`src/rtl/glitch_trigger.sv`:
```
// glitch_trigger: arms on request, waits for a synchronized edge on trig_in,
// then fires a one-cycle start pulse to a glitch generator, repeating for a
// latched number of shots while sweeping the delay by a fixed step.
module glitch_trigger (
    input  logic        clk,
    input  logic        rst,
    input  logic        arm,
    input  logic        abort,
    input  logic        trig_in,
    input  logic        edge_sel,
    input  logic [7:0]  width_in,
    input  logic [15:0] delay_in,
    input  logic [15:0] delay_step,
    input  logic [7:0]  mode_in,
    input  logic [7:0]  shots,
    input  logic        glitch_ready,
    output logic [7:0]  width_out,
    output logic [15:0] delay_out,
    output logic [7:0]  mode_out,
    output logic        glitch_start,
    output logic        armed,
    output logic        busy,
    output logic        done,
    output logic [7:0]  shot_cnt
);

    typedef enum logic [2:0] {
        IDLE   = 3'd0,
        ARMED  = 3'd1,
        FIRE   = 3'd2,
        SETTLE = 3'd3,
        WAIT   = 3'd4
    } state_t;

    state_t      state_q, state_d;
    logic        s1_q, s1_d;
    logic        s2_q, s2_d;
    logic        s3_q, s3_d;
    logic        edge_sel_q, edge_sel_d;
    logic [7:0]  shots_q, shots_d;
    logic [7:0]  width_q, width_d;
    logic [15:0] delay_q, delay_d;
    logic [7:0]  mode_q, mode_d;
    logic [7:0]  shot_cnt_q, shot_cnt_d;
    logic        start_q, start_d;
    logic        done_q, done_d;

    logic        edge_det;
    logic [7:0]  shot_next;

    // Next-state, synchronizer and output-register logic for the shot sequencer.
    always_comb begin
        // NOTE: every signal gets a default before the case so no path leaves
        // a value unassigned, which would otherwise infer a latch.
        state_d    = state_q;
        edge_sel_d = edge_sel_q;
        shots_d    = shots_q;
        width_d    = width_q;
        delay_d    = delay_q;
        mode_d     = mode_q;
        shot_cnt_d = shot_cnt_q;
        start_d    = 1'b0;
        done_d     = 1'b0;

        // Two flops bring trig_in into the clock domain; the third keeps the
        // previous synchronized level so an edge lasts exactly one cycle.
        s1_d = trig_in;
        s2_d = s1_q;
        s3_d = s2_q;

        edge_det  = edge_sel_q ? (~s2_q & s3_q) : (s2_q & ~s3_q);
        shot_next = shot_cnt_q + 8'd1;

        if (state_q != IDLE && abort) begin
            // Abort wins over everything else; counters and latched outputs hold.
            state_d = IDLE;
        end else begin
            case (state_q)
                IDLE: begin
                    if (arm && !abort && glitch_ready) begin
                        state_d    = ARMED;
                        edge_sel_d = edge_sel;
                        shots_d    = (shots == 8'd0) ? 8'd1 : shots;
                        width_d    = width_in;
                        delay_d    = delay_in;
                        mode_d     = mode_in;
                        shot_cnt_d = 8'd0;
                    end
                end
                ARMED: begin
                    if (edge_det) begin
                        state_d = FIRE;
                        start_d = 1'b1;
                    end
                end
                FIRE:   state_d = SETTLE;
                SETTLE: state_d = WAIT;
                WAIT: begin
                    if (glitch_ready) begin
                        shot_cnt_d = shot_next;
                        if (shot_next == shots_q) begin
                            state_d = IDLE;
                            done_d  = 1'b1;
                        end else begin
                            state_d = ARMED;
                            delay_d = delay_q + delay_step;
                        end
                    end
                end
                default: state_d = IDLE;
            endcase
        end
    end

    // State and output registers with synchronous reset.
    always_ff @(posedge clk) begin
        // NOTE: sequential state uses non-blocking assignments so every flop
        // samples pre-edge values regardless of statement order.
        if (rst) begin
            state_q    <= IDLE;
            s1_q       <= 1'b0;
            s2_q       <= 1'b0;
            s3_q       <= 1'b0;
            edge_sel_q <= 1'b0;
            shots_q    <= 8'd0;
            width_q    <= 8'd0;
            delay_q    <= 16'd0;
            mode_q     <= 8'd0;
            shot_cnt_q <= 8'd0;
            start_q    <= 1'b0;
            done_q     <= 1'b0;
        end else begin
            state_q    <= state_d;
            s1_q       <= s1_d;
            s2_q       <= s2_d;
            s3_q       <= s3_d;
            edge_sel_q <= edge_sel_d;
            shots_q    <= shots_d;
            width_q    <= width_d;
            delay_q    <= delay_d;
            mode_q     <= mode_d;
            shot_cnt_q <= shot_cnt_d;
            start_q    <= start_d;
            done_q     <= done_d;
        end
    end

    assign width_out    = width_q;
    assign delay_out    = delay_q;
    assign mode_out     = mode_q;
    assign glitch_start = start_q;
    assign done         = done_q;
    assign shot_cnt     = shot_cnt_q;
    assign armed        = (state_q == ARMED);
    assign busy         = (state_q != IDLE);

endmodule

```
`config.mk`:
```
export PLATFORM = sky130hd
export DESIGN_NAME = glitch_trigger
export DESIGN_NICKNAME = d
export VERILOG_FILES = /design/src/rtl/glitch_trigger.sv
export SDC_FILE = /design/constraint.sdc
export NUM_CORES = 1
export LEC_CHECK = 0
export BUFFER_PORTS_ARGS = -buffer_cell sky130_fd_sc_hd__buf_2
export CAP_MARGIN = 10
export CORE_MARGIN = 3
export CORE_UTILIZATION = 45
export DETAILED_ROUTE_END_ITERATION = 16
export PLACE_DENSITY = 0.72
export SYNTH_ARGS = -nofsm -noshare
export SYNTH_HDL_FRONTEND = slang
export SYNTH_SLANG_ARGS = --single-unit
```
`constraint.sdc`:
```
create_clock -name clk -period 3.46 [get_ports clk]
set_clock_uncertainty 0.1 [all_clocks]
set_input_delay 0.692 -clock clk [delete_from_list [all_inputs] [get_ports clk]]
set_output_delay 0.692 -clock clk [all_outputs]
set_load 0.02 [all_outputs]
```
## Yosys cells after proc, flatten, opt, wreduce, memory -nomap -nowiden

Index checks and enable logic that the tools add are counted.

| cells by class | value |
|---|---|
| reductions and logical operators | 15 |
| mux-type cells | 16 |
| bitwise operators | 8 |
| equality and inequality tests | 9 |
| add/subtract/negate cells | 2 |

Operators with widths:

| kind | number |
|---|---|
| 2-to-1 mux 16 bit | 3 |
| case mux 16 bit (2 select lines) | 1 |
| 2-to-1 mux 8 bit | 3 |
| adder 16 bit | 1 |
| case mux 8 bit (2 select lines) | 1 |
| case mux 3 bit (5 select lines) | 1 |
| 2-to-1 mux 3 bit | 3 |
| adder 8 x 1 -> 8 bit, second input constant | 1 |
| == test 8 bit | 1 |
| logical NOT 8 bit | 1 |
| == test 3 x 2 -> 1 bit, second input constant | 2 |
| != test 2 bit, second input constant | 3 |
| NOT 1 bit | 6 |
| AND reduction 3 bit | 2 |
| AND reduction 5 bit | 1 |
| 2-to-1 mux 1 bit | 4 |
| AND reduction 4 bit | 1 |
| OR reduction 4 bit | 1 |
| == test 3 x 1 -> 1 bit, second input constant | 1 |
| == test 3 bit, second input constant | 1 |
| logical AND 1 bit | 3 |
| logical NOT 3 bit | 1 |
| nonzero test 3 bit | 1 |
| OR reduction 3 bit | 1 |
| 5 further kinds | 6 |

| storage, ports and cells | value |
|---|---|
| register bits | 57 |
| output and inout bits | 44 |
| input port bits | 63 |
| word-level logic and storage cells | 62 |

## Longest topological paths before layout

| depth | value |
|---|---|
| depth in word-level cells | 5 |
| depth in mapped cells | 9 |
| depth with buffers taken out | 9 |

## Worst setup path after synthesis

No wires, ideal clock.

| timing path | value |
|---|---|
| kind | input to register |
| start point | input delay_step[0] |
| end point | register delay_q[14] (netlist: delay_out[14]) |
| buffers on the path | 0 |
| data arrival time | 2.516 ns |
| stages on the path | 9 |
| library setup time | 0.136 ns |
| data required time | 3.224 ns |
| slack | 0.707 ns |
| cells stage by stage | ha_1 > inv_1 > fa_1 > nand2b_1 > a211oi_1 > o22ai_1 > o2111a_1 > a211oi_1 > a211oi_1 |

| between the ends | value |
|---|---|
| cells in the longest elaborated chain, start to end | 4 |

RTL lines:

| item | line | text |
|---|---|---|
| from (decl) | 13 | `input logic [15:0] delay_step,` |
| adder 16 bit | 106 | `delay_d = delay_q + delay_step;` |
| 2-to-1 mux 16 bit | 101 | `if (shot_next == shots_q) begin` |
| 2-to-1 mux 16 bit | 99 | `if (glitch_ready) begin` |
| case mux 16 bit (2 select lines) | 78 | `case (state_q)` |
| to (signal assigned) | 140 | `delay_q <= delay_d;` |
| to (decl) | 42 | `logic [15:0] delay_q, delay_d;` |

Every way passes these cells. The select of a mux whose other input is x is not followed.
A chain may end at the register's enable or synchronous reset.

## Final worst setup path

| timing path | value |
|---|---|
| start point | register shot_cnt_q[0] (netlist: shot_cnt[0]) |
| end point | register delay_q[12] (netlist: delay_out[12]) |

| between the ends | value |
|---|---|
| cells in the longest elaborated chain, start to end | 4 |

RTL lines:

| item | line | text |
|---|---|---|
| from (decl) | 44 | `logic [7:0] shot_cnt_q, shot_cnt_d;` |
| from (signal assigned) | 142 | `shot_cnt_q <= shot_cnt_d;` |
| adder 8 x 1 -> 8 bit | 72 | `shot_next = shot_cnt_q + 8'd1;` |
| == test 8 bit | 101 |  |
| != test 2 bit (no source line) | n/a |  |
| AND reduction 5 bit (no source line) | n/a |  |

Every way passes these cells.

==> results by group <==
Worst hold path
  • Min-delay src: width_out[7]
  • Hold Crit Class: flip-flop to flip-flop

Clocking
  • Clk root buf: clkbuf_8
  • Latest clock arrival within the worst-skew pair: 350 ps
  • Setup Buffers After CTS: 0
  • # hold bufs at CTS: 0
  • CTS tree: built
  • Clk slew on worst S/H paths: 80 ps
  • CTS buffer count: 9
  • Clock tree buffer depth: 2
  • Htree depth: 3
  • CTS resizes: 0
  • CTS Sinks: 57

Synthesis
  • Mapped cell area: 3380 µm²
  • Post-Synth Adder-Cell Area: under 10%
  • Post-synthesis cell count: 448
  • Synthesized Nets: around 530
  • Ys async rst share: 0%
  • Post-synth EDFFs: 0
  • Simple-Gate Fraction of Synth Area: 27.0%
  • Compound-cell area share of the yosys netlist: 23.2%
  • Top FF cell, synth: dfxtp_1
  • Seq cells post-synth: 57
  • Area leader, netlist: dfxtp_1
  • Post-synth cell types: 57
  • Synth area leaders: dfxtp_1 (34%), nand2_1 (10%), a21oi_1 (8.6%)
  • Syn. warnings: 0
  • XOR/XNOR Fraction of Synth Area: 5.18%
  • Sequential fraction of the synthesis area: roughly 34%
  • Mean Syn Cell Area: 7.55 µm²
  • Mux contribution to synthesized area: 0.629%
  • Synth top area share: about a third
  • Largest family of logic cells by synthesized area: simple AND/OR/NAND/NOR gates

Timing
  • Worst slew margin: approximately 47%
  • Setup TNS Final: 0 ps
  • RSZ-0062 raised after global routing: no
  • Post-layout min period: 2860 ps
  • Fin crit share: 82.7%
  • Max Clk Rate: 349 MHz
  • Hold Slack: 353 ps
  • Max-slew violation count: 0
  • Slew @ Worst Pin: 801 ps
  • Final hold vios: 0
  • Final Setup Violations: 0

Power
  • Design Power: between 1.5 and 2 mW
  • Leak Pwr: 1.82 nW
  • Pwr dens: 379 nW/µm²
  • Maximum VDD drop: 0.228 mV

Final layout
  • Area Overhead vs Synth: 24.8%
  • Diodes inserted: 0
  • Final Net Count: 631
  • Layout cell share with drive strength beyond 1: 26.4%
  • Filler cells: around 700
  • Fin util: 60.1%

Floorplanning
  • Die X: between 90 and 100 µm
  • IO Count: between 100 and 150
  • Row count: 30
  • Die height: 92.7 µm
  • Total core area: 7020 µm²
  • Die Footprint: 8590 µm²
  • Starting Density: between 40% and 50%

Detailed routing
  • Routed via count divided by cell count: 5.62
  • Routed wire length: just under 10,000 µm
  • Wire length per cell: 15.1 µm
  • 1st-pass router iterations: 5
  • Vias: about 3,700
  • Post-route DRC: 0
  • Initial DRC Count: 194
  • Detail Route Antenna Nets: 0

GRT
  • Total GRT Usage: 22.9%
  • Initial antenna violation count: 0
  • Largest net degree at the start of global routing: 41
  • Number of global-route vias before repair: 3,476
  • Gr ovfl total: 0
  • First-pass GRT wire length: approximately 16,000 µm

Critical path
  • Worst EP required: 3600 ps
  • Critical-path top delay cell: or4_4
  • Crit-path cells: ha_1 > and3_4 > a21oi_1 > or4b_4 > or4_4 > nand2_1 > mux2_2
  • Crit path kind: flip-flop to flip-flop
  • CP Launch Type: flip-flop
  • Crit end category: flip-flop
  • CP startpoint: shot_cnt[0]
  • RR Startpoint: shot_cnt[0]
  • Critical Path Max Stage Delay: 570 ps
  • WP buf/inv: 0
  • Crit Path Max Fanout: 13
  • Worst path arrival time: about 3000 ps
  • Family with the most delay on the worst path: simple AND/OR/NAND/NOR gates

Run
  • Max Cap Viol: 0

Outcome
  • Status: completed

Placed design
  • Dpl hpwl: 7030 µm
  • IO Port Bufs: 106
  • GP Congestion: 0.918
cell usage in the layout, fill, tap and decap left out, drive strengths merged, types with 2 or more instances in the layout:
master  netlist  routed
nor2b         4       4
or3           7       7
nand2        93      93
dfxtp        57      57
a311oi        5       5
nor2         32      32
o22ai         2       2
xor2          8       8
ha           16      16
nor3b         4       4
a21oi        63      63
o22a          2       2
o2111a        2       2
clkbuf       17      11
nand3        12      12
a2111o        2       2
and2          3       3
o21ai        29      29
a211oi        5       5
nor4          3       3
o31ai         2       2
nand4         5       5
inv           4       5
nor3         13      13
nand2b        6       6
or3b          2       2
o211ai        3       3
buf           8     117
and3          3       3
or4           2       2
clkinv        0       2
a31oi         3       3
and4          2       2
xnor2        12      12
layout make-up:
class                   instances  area [µm²]  area share (%)
clock inverters                 5        63.8            1.51
well taps                      96         120            2.85
flip-flops and latches         57        1140            27.0
repair buffers                117         613            14.5
clock buffers                  11         141            3.35
multi-input cells             362        2120            50.4
inverters                       4        15.0           0.356
cells in the mapped netlist, types with 5 or more instances:
| master | n |
|---|---|
| nand2_1 | 93 |
| a21oi_1 | 58 |
| dfxtp_1 | 57 |
| nor2_1 | 31 |
| o21ai_0 | 29 |
| clkbuf_1 | 17 |
| ha_1 | 16 |
| nor3_1 | 13 |
| xnor2_1 | 12 |
| nand3_1 | 11 |
| xor2_1 | 8 |
| buf_2 | 7 |
| or3_1 | 7 |
| nand2b_1 | 6 |
| a211oi_1 | 5 |
| a21oi_2 | 5 |
| a311oi_1 | 5 |
| nand4_1 | 5 |
logic make-up after synthesis:
group | Yosys count
and+or+nand+nor | 194
AOI/OAI and AO/OA | 129
DFF | 57
buffers and inverters | 29
xor gates and xnor gates | 20
adders and majority gates | 17
muxes | 2
layer usage:
layer	share of wire [%]	up-vias	global-route usage [%]	routed length, µm
li1	-	1810	-	-
met1	43	1679	28.3	4260
met2	48	158	39.5	4740
met3	7.4	15	6.17	733
met4	1.1	0	6.11	107
met5	0	-	0	0
report_power, final:
group	internal, mW	switching (mW)
Clock	0.357	0.291
Sequential	0.677	0.0151
Combinational	0.105	0.153
Total	1.14	0.459
final timing paths:
kind | slack, ps | endpoint | depth (start not counted)
max reg2reg | 600 | delay_out[12] | 7
min reg2reg | 350 | width_out[7] | 2
max | 600 | delay_out[12] | 7
min | 350 | width_out[7] | 2
state kept, by name, indices dropped and copies added, names as in the netlist:
signal	cells
edge_sel_q	1
width_out	8
s1_q	1
shots_q	8
s2_q	1
shot_cnt	8
state_q	3
glitch_start	1
delay_out	16
s3_q	1
mode_out	8
done	1
through the flow:
step           worst slack [ps]  instance area, µm²  instances
2_1_floorplan               707                3380        448
3_3_place_gp                390                4010        636
3_5_place_dp                309                4010        636
4_1_cts                     609                4220        652
5_1_grt                     471                4220        652
6_report                    599                4220        652
worst reg2reg max path: stages (launching register included):
cell and delay, ps:
dfxtp_1 480, ha_1 310, and3_4 230, a21oi_1 70, or4b_4 550, or4_4 570
nand2_1 130, mux2_2 330
Power figures use the tool's default switching activity.
